File: src/rtl/load_align_unit_if.sv
// Load-unit bus bundle: request, memory-read and response channels.
// Handshakes: a transfer happens on a cycle where valid and ready are both high; valid is held with payload stable until then.
interface load_align_unit_if #(
  parameter int XLEN   = 32,
  parameter int ADDR_W = 32
);
  logic              req_valid;
  logic              req_ready;
  logic [2:0]        req_funct3;
  logic [ADDR_W-1:0] req_addr;
  logic              mem_req_valid;
  logic [ADDR_W-1:0] mem_addr;
  logic              mem_rvalid;
  logic [XLEN-1:0]   mem_rdata;
  logic              rsp_valid;
  logic              rsp_ready;
  logic [XLEN-1:0]   rsp_data;
  logic              rsp_fault;

  modport master (
    output req_valid, req_funct3, req_addr, mem_rvalid, mem_rdata, rsp_ready,
    input  req_ready, mem_req_valid, mem_addr, rsp_valid, rsp_data, rsp_fault
  );

  modport slave (
    input  req_valid, req_funct3, req_addr, mem_rvalid, mem_rdata, rsp_ready,
    output req_ready, mem_req_valid, mem_addr, rsp_valid, rsp_data, rsp_fault
  );
endinterface

File: src/rtl/load_align_unit.sv
// Sequential load-data unit: one or two aligned reads, byte/half/word/dword extraction and extension.
// Optional LOAD_MISALIGN_SPLIT_EN: split word-crossing loads into two beats instead of faulting them.
module load_align_unit #(
  parameter int XLEN   = 32,
  parameter int ADDR_W = 32
) (
  input  logic              clk,
  input  logic              rst,
  load_align_unit_if.slave  bus,
  output logic [1:0]        dbg_state
);
  localparam int BYTES = XLEN / 8;
  localparam int OW    = $clog2(BYTES);

`ifdef LOAD_MISALIGN_SPLIT_EN
  localparam bit SPLIT = 1'b1;
`else
  localparam bit SPLIT = 1'b0;
`endif

  typedef enum logic [1:0] {
    IDLE = 2'd0,
    RD0  = 2'd1,
    RD1  = 2'd2,
    RESP = 2'd3
  } state_t;

  state_t          state;
  logic [2:0]      funct3_q;
  logic [OW-1:0]   off_q;
  logic            cross_q;
  logic [XLEN-1:0] lo_q;

  logic              legal;
  logic [3:0]        size_b;
  logic [4:0]        off_sum;
  logic              cross_req;
  logic [ADDR_W-1:0] aligned_req;
  logic [2*XLEN-1:0] merged;
  logic [XLEN-1:0]   shifted;
  logic [XLEN-1:0]   ext;

  assign dbg_state = state;

  always_comb begin
    legal = 1'b0;
    case (bus.req_funct3)
      3'b000, 3'b001, 3'b010, 3'b100, 3'b101: legal = 1'b1;
      3'b011, 3'b110:                         legal = (XLEN == 64);
      default:                                legal = 1'b0;
    endcase
  end

  // A load crosses when its last byte lies beyond the addressed word.
  assign size_b      = 4'd1 << bus.req_funct3[1:0];
  assign off_sum     = 5'(bus.req_addr[OW-1:0]) + 5'(size_b);
  assign cross_req   = off_sum > 5'(BYTES);
  assign aligned_req = {bus.req_addr[ADDR_W-1:OW], {OW{1'b0}}};

  always_comb begin
    merged  = (state == RD1) ? {bus.mem_rdata, lo_q} : {{XLEN{1'b0}}, bus.mem_rdata};
    shifted = XLEN'(merged >> {off_q, 3'b000});
    case (funct3_q)
      3'b000:  ext = XLEN'($signed(shifted[7:0]));
      3'b001:  ext = XLEN'($signed(shifted[15:0]));
      3'b010:  ext = XLEN'($signed(shifted[31:0]));
      3'b011:  ext = shifted;
      3'b100:  ext = XLEN'(shifted[7:0]);
      3'b101:  ext = XLEN'(shifted[15:0]);
      3'b110:  ext = XLEN'(shifted[31:0]);
      default: ext = '0;
    endcase
  end

  always_ff @(posedge clk) begin
    if (rst) begin
      state             <= IDLE;
      bus.req_ready     <= 1'b1;
      bus.mem_req_valid <= 1'b0;
      bus.mem_addr      <= '0;
      bus.rsp_valid     <= 1'b0;
      bus.rsp_data      <= '0;
      bus.rsp_fault     <= 1'b0;
      funct3_q          <= '0;
      off_q             <= '0;
      cross_q           <= 1'b0;
      lo_q              <= '0;
    end else begin
      bus.mem_req_valid <= 1'b0;
      case (state)
        IDLE: begin
          if (bus.req_valid) begin
            bus.req_ready <= 1'b0;
            funct3_q      <= bus.req_funct3;
            off_q         <= bus.req_addr[OW-1:0];
            cross_q       <= cross_req;
            if (!legal || (cross_req && !SPLIT)) begin
              state         <= RESP;
              bus.rsp_valid <= 1'b1;
              bus.rsp_fault <= 1'b1;
              bus.rsp_data  <= '0;
            end else begin
              state             <= RD0;
              bus.mem_req_valid <= 1'b1;
              bus.mem_addr      <= aligned_req;
            end
          end
        end
        RD0: begin
          if (bus.mem_rvalid) begin
            lo_q <= bus.mem_rdata;
            if (cross_q) begin
              state             <= RD1;
              bus.mem_req_valid <= 1'b1;
              bus.mem_addr      <= bus.mem_addr + ADDR_W'(BYTES);
            end else begin
              state         <= RESP;
              bus.rsp_valid <= 1'b1;
              bus.rsp_fault <= 1'b0;
              bus.rsp_data  <= ext;
            end
          end
        end
        RD1: begin
          if (bus.mem_rvalid) begin
            state         <= RESP;
            bus.rsp_valid <= 1'b1;
            bus.rsp_fault <= 1'b0;
            bus.rsp_data  <= ext;
          end
        end
        RESP: begin
          // Returning to IDLE re-opens req_ready only from the following cycle.
          if (bus.rsp_ready) begin
            state         <= IDLE;
            bus.rsp_valid <= 1'b0;
            bus.req_ready <= 1'b1;
          end
        end
        default: state <= IDLE;
      endcase
    end
  end
endmodule

File: src/flat_wrapper.sv
// flat-port wrapper written by rule: the top's interface ports become plain ports
module load_align_unit_flat 
#(
  parameter int XLEN   = 32,
  parameter int ADDR_W = 32
)
  (clk, rst, dbg_state, bus_req_valid, bus_req_funct3, bus_req_addr, bus_mem_rvalid, bus_mem_rdata, bus_rsp_ready, bus_req_ready, bus_mem_req_valid, bus_mem_addr, bus_rsp_valid, bus_rsp_data, bus_rsp_fault);
  load_align_unit_if #(.XLEN(XLEN), .ADDR_W(ADDR_W)) bus_i ();
  input  logic clk;
  input  logic rst;
  output logic [1:0] dbg_state;
  input wire logic [$bits(bus_i.req_valid)-1:0] bus_req_valid;
  input wire logic [$bits(bus_i.req_funct3)-1:0] bus_req_funct3;
  input wire logic [$bits(bus_i.req_addr)-1:0] bus_req_addr;
  input wire logic [$bits(bus_i.mem_rvalid)-1:0] bus_mem_rvalid;
  input wire logic [$bits(bus_i.mem_rdata)-1:0] bus_mem_rdata;
  input wire logic [$bits(bus_i.rsp_ready)-1:0] bus_rsp_ready;
  output wire logic [$bits(bus_i.req_ready)-1:0] bus_req_ready;
  output wire logic [$bits(bus_i.mem_req_valid)-1:0] bus_mem_req_valid;
  output wire logic [$bits(bus_i.mem_addr)-1:0] bus_mem_addr;
  output wire logic [$bits(bus_i.rsp_valid)-1:0] bus_rsp_valid;
  output wire logic [$bits(bus_i.rsp_data)-1:0] bus_rsp_data;
  output wire logic [$bits(bus_i.rsp_fault)-1:0] bus_rsp_fault;
  assign bus_i.req_valid = bus_req_valid;
  assign bus_i.req_funct3 = bus_req_funct3;
  assign bus_i.req_addr = bus_req_addr;
  assign bus_i.mem_rvalid = bus_mem_rvalid;
  assign bus_i.mem_rdata = bus_mem_rdata;
  assign bus_i.rsp_ready = bus_rsp_ready;
  assign bus_req_ready = bus_i.req_ready;
  assign bus_mem_req_valid = bus_i.mem_req_valid;
  assign bus_mem_addr = bus_i.mem_addr;
  assign bus_rsp_valid = bus_i.rsp_valid;
  assign bus_rsp_data = bus_i.rsp_data;
  assign bus_rsp_fault = bus_i.rsp_fault;
  load_align_unit #(.XLEN(XLEN), .ADDR_W(ADDR_W)) u_core (.clk(clk), .rst(rst), .bus(bus_i), .dbg_state(dbg_state));
endmodule
File: config.mk
export PLATFORM = sky130hd
export DESIGN_NAME = load_align_unit_flat
export DESIGN_NICKNAME = d
export VERILOG_FILES = /design/src/rtl/load_align_unit_if.sv /design/src/rtl/load_align_unit.sv /design/src/flat_wrapper.sv
export SDC_FILE = /design/constraint.sdc
export NUM_CORES = 1
export LEC_CHECK = 0
export BUFFER_PORTS_ARGS = -buffer_cell sky130_fd_sc_hd__buf_2
export CORE_ASPECT_RATIO = 0.75
export CORE_MARGIN = 4
export CORE_UTILIZATION = 24
export DETAILED_ROUTE_END_ITERATION = 10
export PLACE_DENSITY_LB_ADDON = 0.08
export SLEW_MARGIN = 25
export SYNTH_ARGS = -nofsm -noshare
export SYNTH_HDL_FRONTEND = slang
export SYNTH_SLANG_ARGS = --single-unit
File: constraint.sdc
create_clock -name clk -period 4.6 [get_ports clk]
set_clock_uncertainty 0.05 [all_clocks]
set_input_delay 0.23 -clock clk [delete_from_list [all_inputs] [get_ports clk]]
set_output_delay 0.23 -clock clk [all_outputs]
set_load 0.05 [all_outputs]
## Word level (Yosys, flattened, before mapping)

Index checks and enable logic that the tools add are counted.
W data, S select, Z words.

- Shift-type cells: 2
- Reduce and logical (&&, ||, !) cells: 17
- Multipliers: 0
- Divide/modulo/power cells: 0
- Add/subtract/negate cells: 2
- Bitwise logic cells: 0
- Multiplexer cells: 40
- $lt $le $gt $ge: 1
- Eq/ne operators: 21

Operators with widths:

| cell | count |
|---|---|
| $mux W32 | 9 |
| $pmux W32 S5 | 1 |
| $pmux W32 S3 | 1 |
| $mux W64 | 1 |
| $pmux W32 S2 | 1 |
| $shr A64 B5 Y32 | 1 |
| $add A32 B3 Y32 const B | 1 |
| $mux W1 | 17 |
| $eq A3 B3 Y1 const B | 5 |
| $ne A2 B2 Y1 const B | 6 |
| $reduce_and A6 Y1 | 2 |
| $mux W2 | 5 |
| $eq A3 B2 Y1 const B | 3 |
| $pmux W2 S4 | 1 |
| $eq A3 B1 Y1 const B | 2 |
| $logic_not A3 Y1 | 2 |
| $add A2 B4 Y5 | 1 |
| $gt A5 B3 Y1 const B | 1 |
| $reduce_and A5 Y1 | 1 |
| $reduce_or A5 Y1 | 1 |
| $eq A2 B2 Y1 const B | 2 |
| $ne A2 B1 Y1 const B | 2 |
| $pmux W1 S2 | 2 |
| $pmux W1 S4 | 1 |
| other kinds (12) | 14 |

- Logic and storage cells: 94
- Bits of input ports: 72
- Memory bits (read-only): 0
- Register bits: 108
- Memories kept: 0
- Output and inout port bits: 70
- Latch bits: 0
- RAM bits: 0

## Longest topological paths before layout

Gate-level depths: netlist (run 1).

- Depth after elaboration: 8
- Mapped depth: 11
- Depth with buffers taken out: 9

## Worst setup path before layout (run 1)

Ideal clock, no wire load.

- Kind: register -> register
- Start point: register u_core.state[0], in the netlist u_core.dbg_state[0]
- End point: register u_core.bus.rsp_valid
- Slack: 2.032 ns
- Buffers on the path: 3
- Data arrival time: 2.391 ns
- Setup time: 0.128 ns
- Clock period less this slack: 2.568 ns
- Stages on the path, launching flop included: 11
- Data required time: 4.422 ns
- Path through: dfxtp_1 inv_1 ha_1 buf_8 buf_4 buf_4 nor2_1 o221ai_1 a221oi_1 mux2i_1 nor2_1

- Cells in the longest elaborated chain, start to end: 3
- Elaborated cells between the ends (all ways): 12
- Classes of those cells: eq/ne (9); mux (1); reduce/logical (2)

RTL lines:

| element | RTL line | text |
|---|---|---|
| start, declared | load_align_unit.sv:28 | `state_t state;` |
| start signal, assigned | load_align_unit.sv:77 | `state <= IDLE;` |
| start signal, assigned | load_align_unit.sv:98 | `state <= RESP;` |
| start signal, assigned | load_align_unit.sv:103 | `state <= RD0;` |
| $eq A2 B1 Y1, or another cell as far along | load_align_unit.sv:90 | `case (state)` |
| $ne A2 B2 Y1 (no line) / $ne A2 B1 Y1 (equally long branches) | n/a |  |
| $reduce_and A6 Y1 (no line) | n/a |  |
| end signal, assigned | load_align_unit.sv:81 | `bus.rsp_valid <= 1'b0;` |
| end signal, assigned | load_align_unit.sv:99 | `bus.rsp_valid <= 1'b1;` |
| end signal, assigned | load_align_unit.sv:118 | `bus.rsp_valid <= 1'b1;` |
| end, declared | load_align_unit_if.sv:27 | `output req_ready, mem_req_valid, mem_addr, rsp_valid, rsp_data, rsp_fault` |

Several ways; a longest one is shown, not always the timed one.
A chain may end at the register's enable or synchronous reset.

## Final worst setup path (run 1)

- Start point: register u_core.state[0], in the netlist u_core.dbg_state[0]
- End point: register u_core.bus.rsp_data[30]

- Cells in the longest elaborated chain, start to end: 7
- Elaborated cells between the ends (all ways): 17
- Classes of those cells: eq/ne (7); shift (1); mux (6); reduce/logical (3)

RTL lines:

| element | RTL line | text |
|---|---|---|
| $eq A2 B2 Y1 | load_align_unit.sv:61, load_align_unit.sv:90 |  |
| $mux W64 | load_align_unit.sv:61 | `merged = (state == RD1) ? {bus.mem_rdata, lo_q} : {{XLEN{1'b0}}, bus.mem_rdata};` |
| $shr A64 B5 Y32 | load_align_unit.sv:62 | `shifted = XLEN'(merged >> {off_q, 3'b000});` |
| $pmux W32 S5 | load_align_unit.sv:63 | `case (funct3_q)` |
| $mux W32 | load_align_unit.sv:112 | `if (cross_q) begin` |
| $mux W32 | load_align_unit.sv:110 | `if (bus.mem_rvalid) begin` |
| $pmux W32 S3 | load_align_unit.sv:90 |  |
| end signal, assigned | load_align_unit.sv:120 | `bus.rsp_data <= ext;` |
| end signal, assigned | load_align_unit.sv:129 | `bus.rsp_data <= ext;` |
| end, declared | load_align_unit_if.sv:27 |  |

Several ways; a longest one is shown, not always the timed one. The select of a mux whose other input is x is not followed.

==> results by group, run 1 <==
GRT
  – GRT Total Usage: 0.156
  – Vias in the first global route: roughly 5,800
  – Largest net degree at the start of global routing: between 50 and 60
  – Antenna violations before repair: 1
  – GRT overflow: 0
  – First-pass GRT wire length: 35.3 mm

Finish
  – Area growth syn-to-layout: 19.9%
  – Nets: around 930
  – Multi-input combinational cell area: 3760 sq um
  – Layout cells sized above 1: 0.281
  – Final core utilization: 0.295
  – # fillers: between 2,000 and 3,000
  – Antenna Cells: 0
  – Register area: 2120 sq um

Floorplan
  – DIE AREA: 28,600 sq um
  – Initial Util: 0.246
  – Core ar.: between 20,000 and 30,000 sq um
  – Die Y: around 150 um
  – Boundary pin count: approximately 140
  – Die width: ~190 um
  – Row count: 50

Timing
  – Fmax: roughly 310 MHz
  – Worst slew margin: 0.440
  – Final setup viols: 0
  – Hold Vio Cnt, Final: 0
  – TNS Setup: 0 ns
  – Final min period: ~3.2 ns
  – Worst-Margin Slew: between 0.8 and 0.9 ns
  – Max-slew violations: 0
  – RSZ-0062 raised after global routing: false
  – Period utilization: 0.695

CTS
  – CTS sink cnt: between 100 and 150
  – Post-CTS Setup Bufs: 0
  – Clock H-tree levels: 3
  – Clk buf depth: 2
  – Clk_lat worst skew: ~0.37 ns
  – Clock transition at path regs: around 0.080 ns
  – Hold-fix buffers, CTS: 0
  – CTS tree: yes
  – Num CTS Buffers: 9
  – CTS root buffer: clkbuf_16
  – CTS resizes: 0

Synth
  – Synth area leader: dfxtp_1
  – Post-synth EDFFs: 0
  – Top cells by area, synth: dfxtp_1 (34%), nand2_1 (8.9%), mux2i_1 (7.1%)
  – Sequential share of the synthesized area: 0.342
  – Yosys cell types: 63
  – Post-synthesis average cell area: 8.32 sq um
  – Top cell type's share of synthesized area: 0.342
  – YS warnings: 0
  – Synth Cell Area: 6210 sq um
  – Seq cells post-synth: ~110
  – Main flop type after synthesis: dfxtp_1
  – Mapped Cells: about 750
  – Post-synth ARST share: 0

Detailed routing
  – WL final: between 20 and 25 mm
  – DRC viols: 0
  – First-pass DRT Iterations: 5
  – Routed Antenna Nets: 0
  – Avg Vias per Cell: 5.03
  – DR WL/cell: ~19 um
  – Vias: 5,980
  – Initial drt markers: between 200 and 300

Pwr
  – Power per cell area: between 500 and 600 nW/um^2
  – Seq pwr share: 0.300
  – Total power: between 4 and 5 mW
  – Worst VDD drop: 270 uV
  – Switching Fraction: 0.475
  – Leak: roughly 2.8 nW
  – Clk pwr share: 0.198
  – Pint: 2.19 mW
  – Comb power frac: 0.502
  – Switching pwr: about 2.0 mW

Worst hold path
  – Min-delay src: bus_mem_rdata[26]
  – Worst Hold Class: input port to flip-flop
  – Hold path cells: 3
  – Worst hold path endpoint: u_core.lo_q[26]

Worst setup path
  – Worst EP required: 4.84 ns
  – Worst-path fanout max: 27
  – CP endpoint kind: flip-flop
  – Critical-path cell list: inv_1 > ha_2 > buf_4 > mux2i_1 > mux4_2 > mux2i_1 > nand4_2 > nand2_1
  – CP dominant cell by count: mux2i_1
  – Worst r2r path cells: 8
  – Worst path arrival time: roughly 3.4 ns
  – RR Startpoint: u_core.dbg_state[0]
  – Startpoint types: flip-flop
  – Crit Reg-Reg Endpoint: u_core.bus.rsp_data[30]
  – CP max stage delay: ~0.56 ns
  – CP max stage cell: ha_2
  – Crit Path Category: flip-flop to flip-flop
  – Flop-to-flop setup slack: approximately 1.4 ns

Job
  – MaxCap Viol Count: 0

Run status
  – Outcome: finished, final reports clean

Placed design
  – Placer congestion estimate: between 0.7 and 0.8
  – DPL Wire Length: between 15 and 20 mm
  – PortBufs: 139
## metal layers
metal / share of wire / wire length [um] / up-vias / global-route usage
li1: - / - / 2982 / -
met1: 0.55 / 12500 / 2858 / 0.247
met2: 0.40 / 9100 / 129 / 0.217
met3: 0.040 / 911 / 11 / 0.0309
met4: 0.011 / 240 / 0 / 0.0322
met5: 0 / 0 / - / 0
## power groups by stage
| stage | combinational, mW | sequential [mW] | clock, mW |
|---|---|---|---|
| after floorplan | 1.19 | 1.64 | 0 |
| after global placement | 2.11 | 1.28 | 0 |
| after detailed placement | 2.10 | 1.28 | 0 |
| after CTS | 2.11 | 1.25 | 0.859 |
| after global routing | 2.28 | 1.28 | 0.882 |
| final | 2.10 | 1.25 | 0.826 |
## cell type report
cell class                 count  share of cell area
inverter                      13             0.00655
tap                          338              0.0568
clock inverter                 7              0.0102
timing repair buffer         152               0.107
clock buffer                   9              0.0302
multi-input combinational    563               0.505
sequential                   106               0.285
## cell usage after synthesis, drive strengths merged, types with 3 or more instances
cell	instances
a211o	9
ha	8
and4	7
nor3	15
a211oi	17
nand3	19
dfxtp	106
mux2i	44
and2	3
nand4	15
o31ai	4
a32oi	16
inv	12
mux4	10
a31oi	3
o32ai	10
or3	5
nand2	148
and3	6
a31o	7
mux2	30
o22ai	25
nor2	16
o21ai	31
a21oi	80
o31a	3
buf	34
clkbuf	32
## metrics by stage
stage	area [sq um]	cells	setup slack, ns	hold WS [ns]
floorplan	6220	748	2.03	0.316
global placement	7120	1172	1.45	0.392
detailed placement	7140	1172	1.42	0.392
CTS	7440	1188	1.38	0.0375
global route	7450	1188	1.13	0.0435
finish	7450	1188	1.41	0.0618
## layout by cell type, fill, tap and decap left out, drive strengths merged, types with 4 or more instances in the layout
cell    instances
buf           152
nand2         148
dfxtp         106
a21oi          80
mux2i          44
o21ai          31
mux2           30
o22ai          25
nand3          19
a211oi         17
a32oi          16
nor2           16
nor3           15
nand4          15
inv            14
o32ai          10
mux4           10
clkbuf          9
a211o           9
ha              8
a31o            7
and4            7
and3            6
or3             5
o31ai           4
## kinds of logic after synthesis
group	count (synthesis)	synth area share
compound gates	224	0.238
xor+xnor	1	0.00141
fa+ha+maj	8	0.0161
buf+inv	79	0.0622
flops	106	0.342
mux	84	0.161
other cells	1	0.000604
simple gates	244	0.179
## worst max-delay path by stage
stage,startpoint,to
final,u_core.dbg_state[0],u_core.bus.rsp_data[30]
after global routing,u_core.dbg_state[0],u_core.bus.rsp_data[23]
after global placement,u_core.dbg_state[0],u_core.bus.rsp_data[30]
after detailed placement,u_core.dbg_state[0],u_core.bus.rsp_data[30]
after floorplan,u_core.dbg_state[0],u_core.bus.rsp_valid
after CTS,u_core.dbg_state[0],u_core.bus.rsp_data[30]
## registers in the layout (all words and copies together), names as in the netlist, 2 cells and up
name	cells
u_core.bus.rsp_data	32
u_core.lo_q	32
u_core.bus.mem_addr	30
u_core.funct3_q	3
u_core.dbg_state	2
u_core.off_q	2
## worst max-delay path, delay by kind of cell, from the launching register on
family                   cells  cell delay (ns)
buffers and inverters        2             0.62
adder cells (fa/ha/maj)      1             0.56
multiplexers                 3             0.90
AND/OR/NAND/NOR              2             0.61
flip-flops                   1             0.36
Power figures use the tool's default switching activity.
==> run 2: changes to the inputs <==
Clock period 4.6 ns to 3 ns, I/O delays scaled along.
==> run 2 against run 1 <==
- register-to-register slack lost 1.0 ns
- fmax up 22%
- core utilization rose by 0.76 points
- die area stayed put
- worst hold slack worse by 0.051 ns
- cell count grew 1.7%
- non-clock buffer count rose by 21
- critical path depth fell by 1
- flip-flop and latch count unchanged
- largest cell class unchanged
- largest power group unchanged
==> results by group, run 2 (synthesis gave the netlist of run 1 again) <==
Run status
  – Outcome: finished, final reports clean

CTS
  – Clock transition at path regs: 0.08 ns
  – Num CTS Buffers: 9
  – Hold-fix buffers, CTS: 14
  – Post-CTS Setup Bufs: 0
  – CTS tree: yes
  – Clk_lat worst skew: 0.36 ns
  – CTS resizes: 0
  – Clock H-tree levels: 3
  – CTS sink cnt: 106
  – CTS root buffer: clkbuf_16
  – Clk buf depth: 2

Timing
  – Max-slew violations: 0
  – TNS Setup: 0 ns
  – Final setup viols: 0
  – Hold Vio Cnt, Final: 0
  – Worst-Margin Slew: 0.730 ns
  – Worst slew margin: 0.514
  – Period utilization: 0.875
  – Final min period: between 2 and 3 ns
  – RSZ-0062 raised after global routing: false
  – Fmax: 381 MHz

Detailed routing
  – Highest routing layer actually used: met4
  – Vias: 6,066
  – Initial drt markers: about 330
  – Avg Vias per Cell: about 5.0
  – WL final: 22.8 mm
  – DRC viols: 0
  – First-pass DRT Iterations: 5
  – Met3 WL post-DR: 897 um
  – Post-Route M1 WL: ~13 mm
  – Detailed route wirelength on metal2: about 9.1 mm
  – Routed Antenna Nets: 0
  – DR WL/cell: roughly 19 um

Worst setup path
  – Worst-path fanout max: 37
  – Crit Path Category: flip-flop to flip-flop
  – Worst EP required: approximately 3.2 ns
  – Worst r2r path cells: 7
  – Startpoint types: flip-flop
  – CP endpoint kind: flip-flop
  – Worst path arrival time: 2.83 ns

GRT
  – GRT Total Usage: 0.155
  – Vias in the first global route: 5,738
  – Antenna violations before repair: 0
  – GRT overflow: 0
  – Largest net degree at the start of global routing: 55
  – First-pass GRT wire length: between 30 and 40 mm

Floorplan
  – DIE AREA: approximately 29,000 sq um
  – Die Y: between 100 and 150 um
  – Boundary pin count: 142
  – Row count: 50
  – Initial Util: 0.246
  – Die width: between 150 and 200 um
  – Core ar.: around 25,000 sq um

Finish
  – Antenna Cells: 0
  – Area growth syn-to-layout: 23.0%
  – Commonest non-fill, non-tap cells in the layout: nand2_1 (148), buf_2 (139), dfxtp_1 (105)
  – Commonest non-fill, non-tap cell in the layout: nand2_1
  – Top flop regs: u_core.bus.rsp_data (32), u_core.lo_q (32), u_core.bus.mem_addr (30)
  – Nets: ~950
  – Layout cells sized above 1: 0.282

Placed design
  – DPL Wire Length: 16.3 mm
  – Placer congestion estimate: about 0.74
  – PortBufs: 139

Worst hold path
  – Worst Hold Class: input port to flip-flop
  – Hold path cells: 3

Pwr
  – Total power: 6.41 mW
  – Worst VDD drop: around 410 uV
  – Power per cell area: between 800 and 900 nW/um^2
  – Leak: between 2 and 3 nW

Job
  – MaxCap Viol Count: 0
[run 2: changes by cell type in the layout (fill, tap and decap cells not counted), moves of 2 or more]
cell,previous run,this run
buf_12,0,2
dlygate4sd3_1,0,14
a31oi_4,2,0
a31oi_2,0,2
inv_8,0,2
buf_4,13,18
inv_6,2,0
[run 2: worst max-delay path, stage by stage (launching register included)]
cell and delay (ns):
dfxtp_1 0.37, inv_1 0.12, ha_2 0.33, buf_4 0.53, mux2i_1 0.47, mux4_2 0.32
nor3_1 0.04, a211o_2 0.27
[run 2: layout make-up]
class                           count  area [sq um]
Fill cell                        2723         17600
Tap cell                          338           423
Clock inverter                      6          76.3
Multi-Input combinational cell    563          3730
Inverter                           13          48.8
Timing Repair Buffer              173          1010
Clock buffer                        9           225
Sequential cell                   106          2120
[run 2: path summary, 6_finish.rpt]
kind                     startpoint                 endpoint  slack [ns]
max reg2reg     u_core.dbg_state[0]  u_core.bus.rsp_data[12]        0.38
min               bus_mem_rdata[16]          u_core.lo_q[16]        0.01
max             u_core.dbg_state[0]  u_core.bus.rsp_data[12]        0.38
min reg2reg  u_core.bus.rsp_data[7]   u_core.bus.rsp_data[7]        0.41
[run 2: power breakdown]
group / total (mW) / internal [mW] / switching, mW
clock network: 1.27 / 0.658 / 0.608
registers: 1.90 / 1.67 / 0.232
logic: 3.24 / 1.07 / 2.17
[run 2: through the flow]
step / instances / cell area, sq um / setup WS (ns) / util / hold WS, ns
2_1_floorplan: 748 / 6220 / 0.432 / - / 0.236
3_5_place_dp: 1179 / 7200 / 0.396 / 0.286 / 0.361
5_1_grt: 1208 / 7640 / 0.170 / 0.303 / 0.00352
3_3_place_gp: 1179 / 7200 / 0.444 / 0.286 / 0.364
6_report: 1208 / 7640 / 0.376 / 0.303 / 0.0107
4_1_cts: 1208 / 7640 / 0.372 / 0.303 / 0.000360
[run 2: layer usage]
layer / GRT usage / vias to the layer above
met3: 0.0259 / 13
met4: 0.0272 / 0
li1: - / 3017
met5: 0 / -
met2: 0.214 / 135
met1: 0.252 / 2901
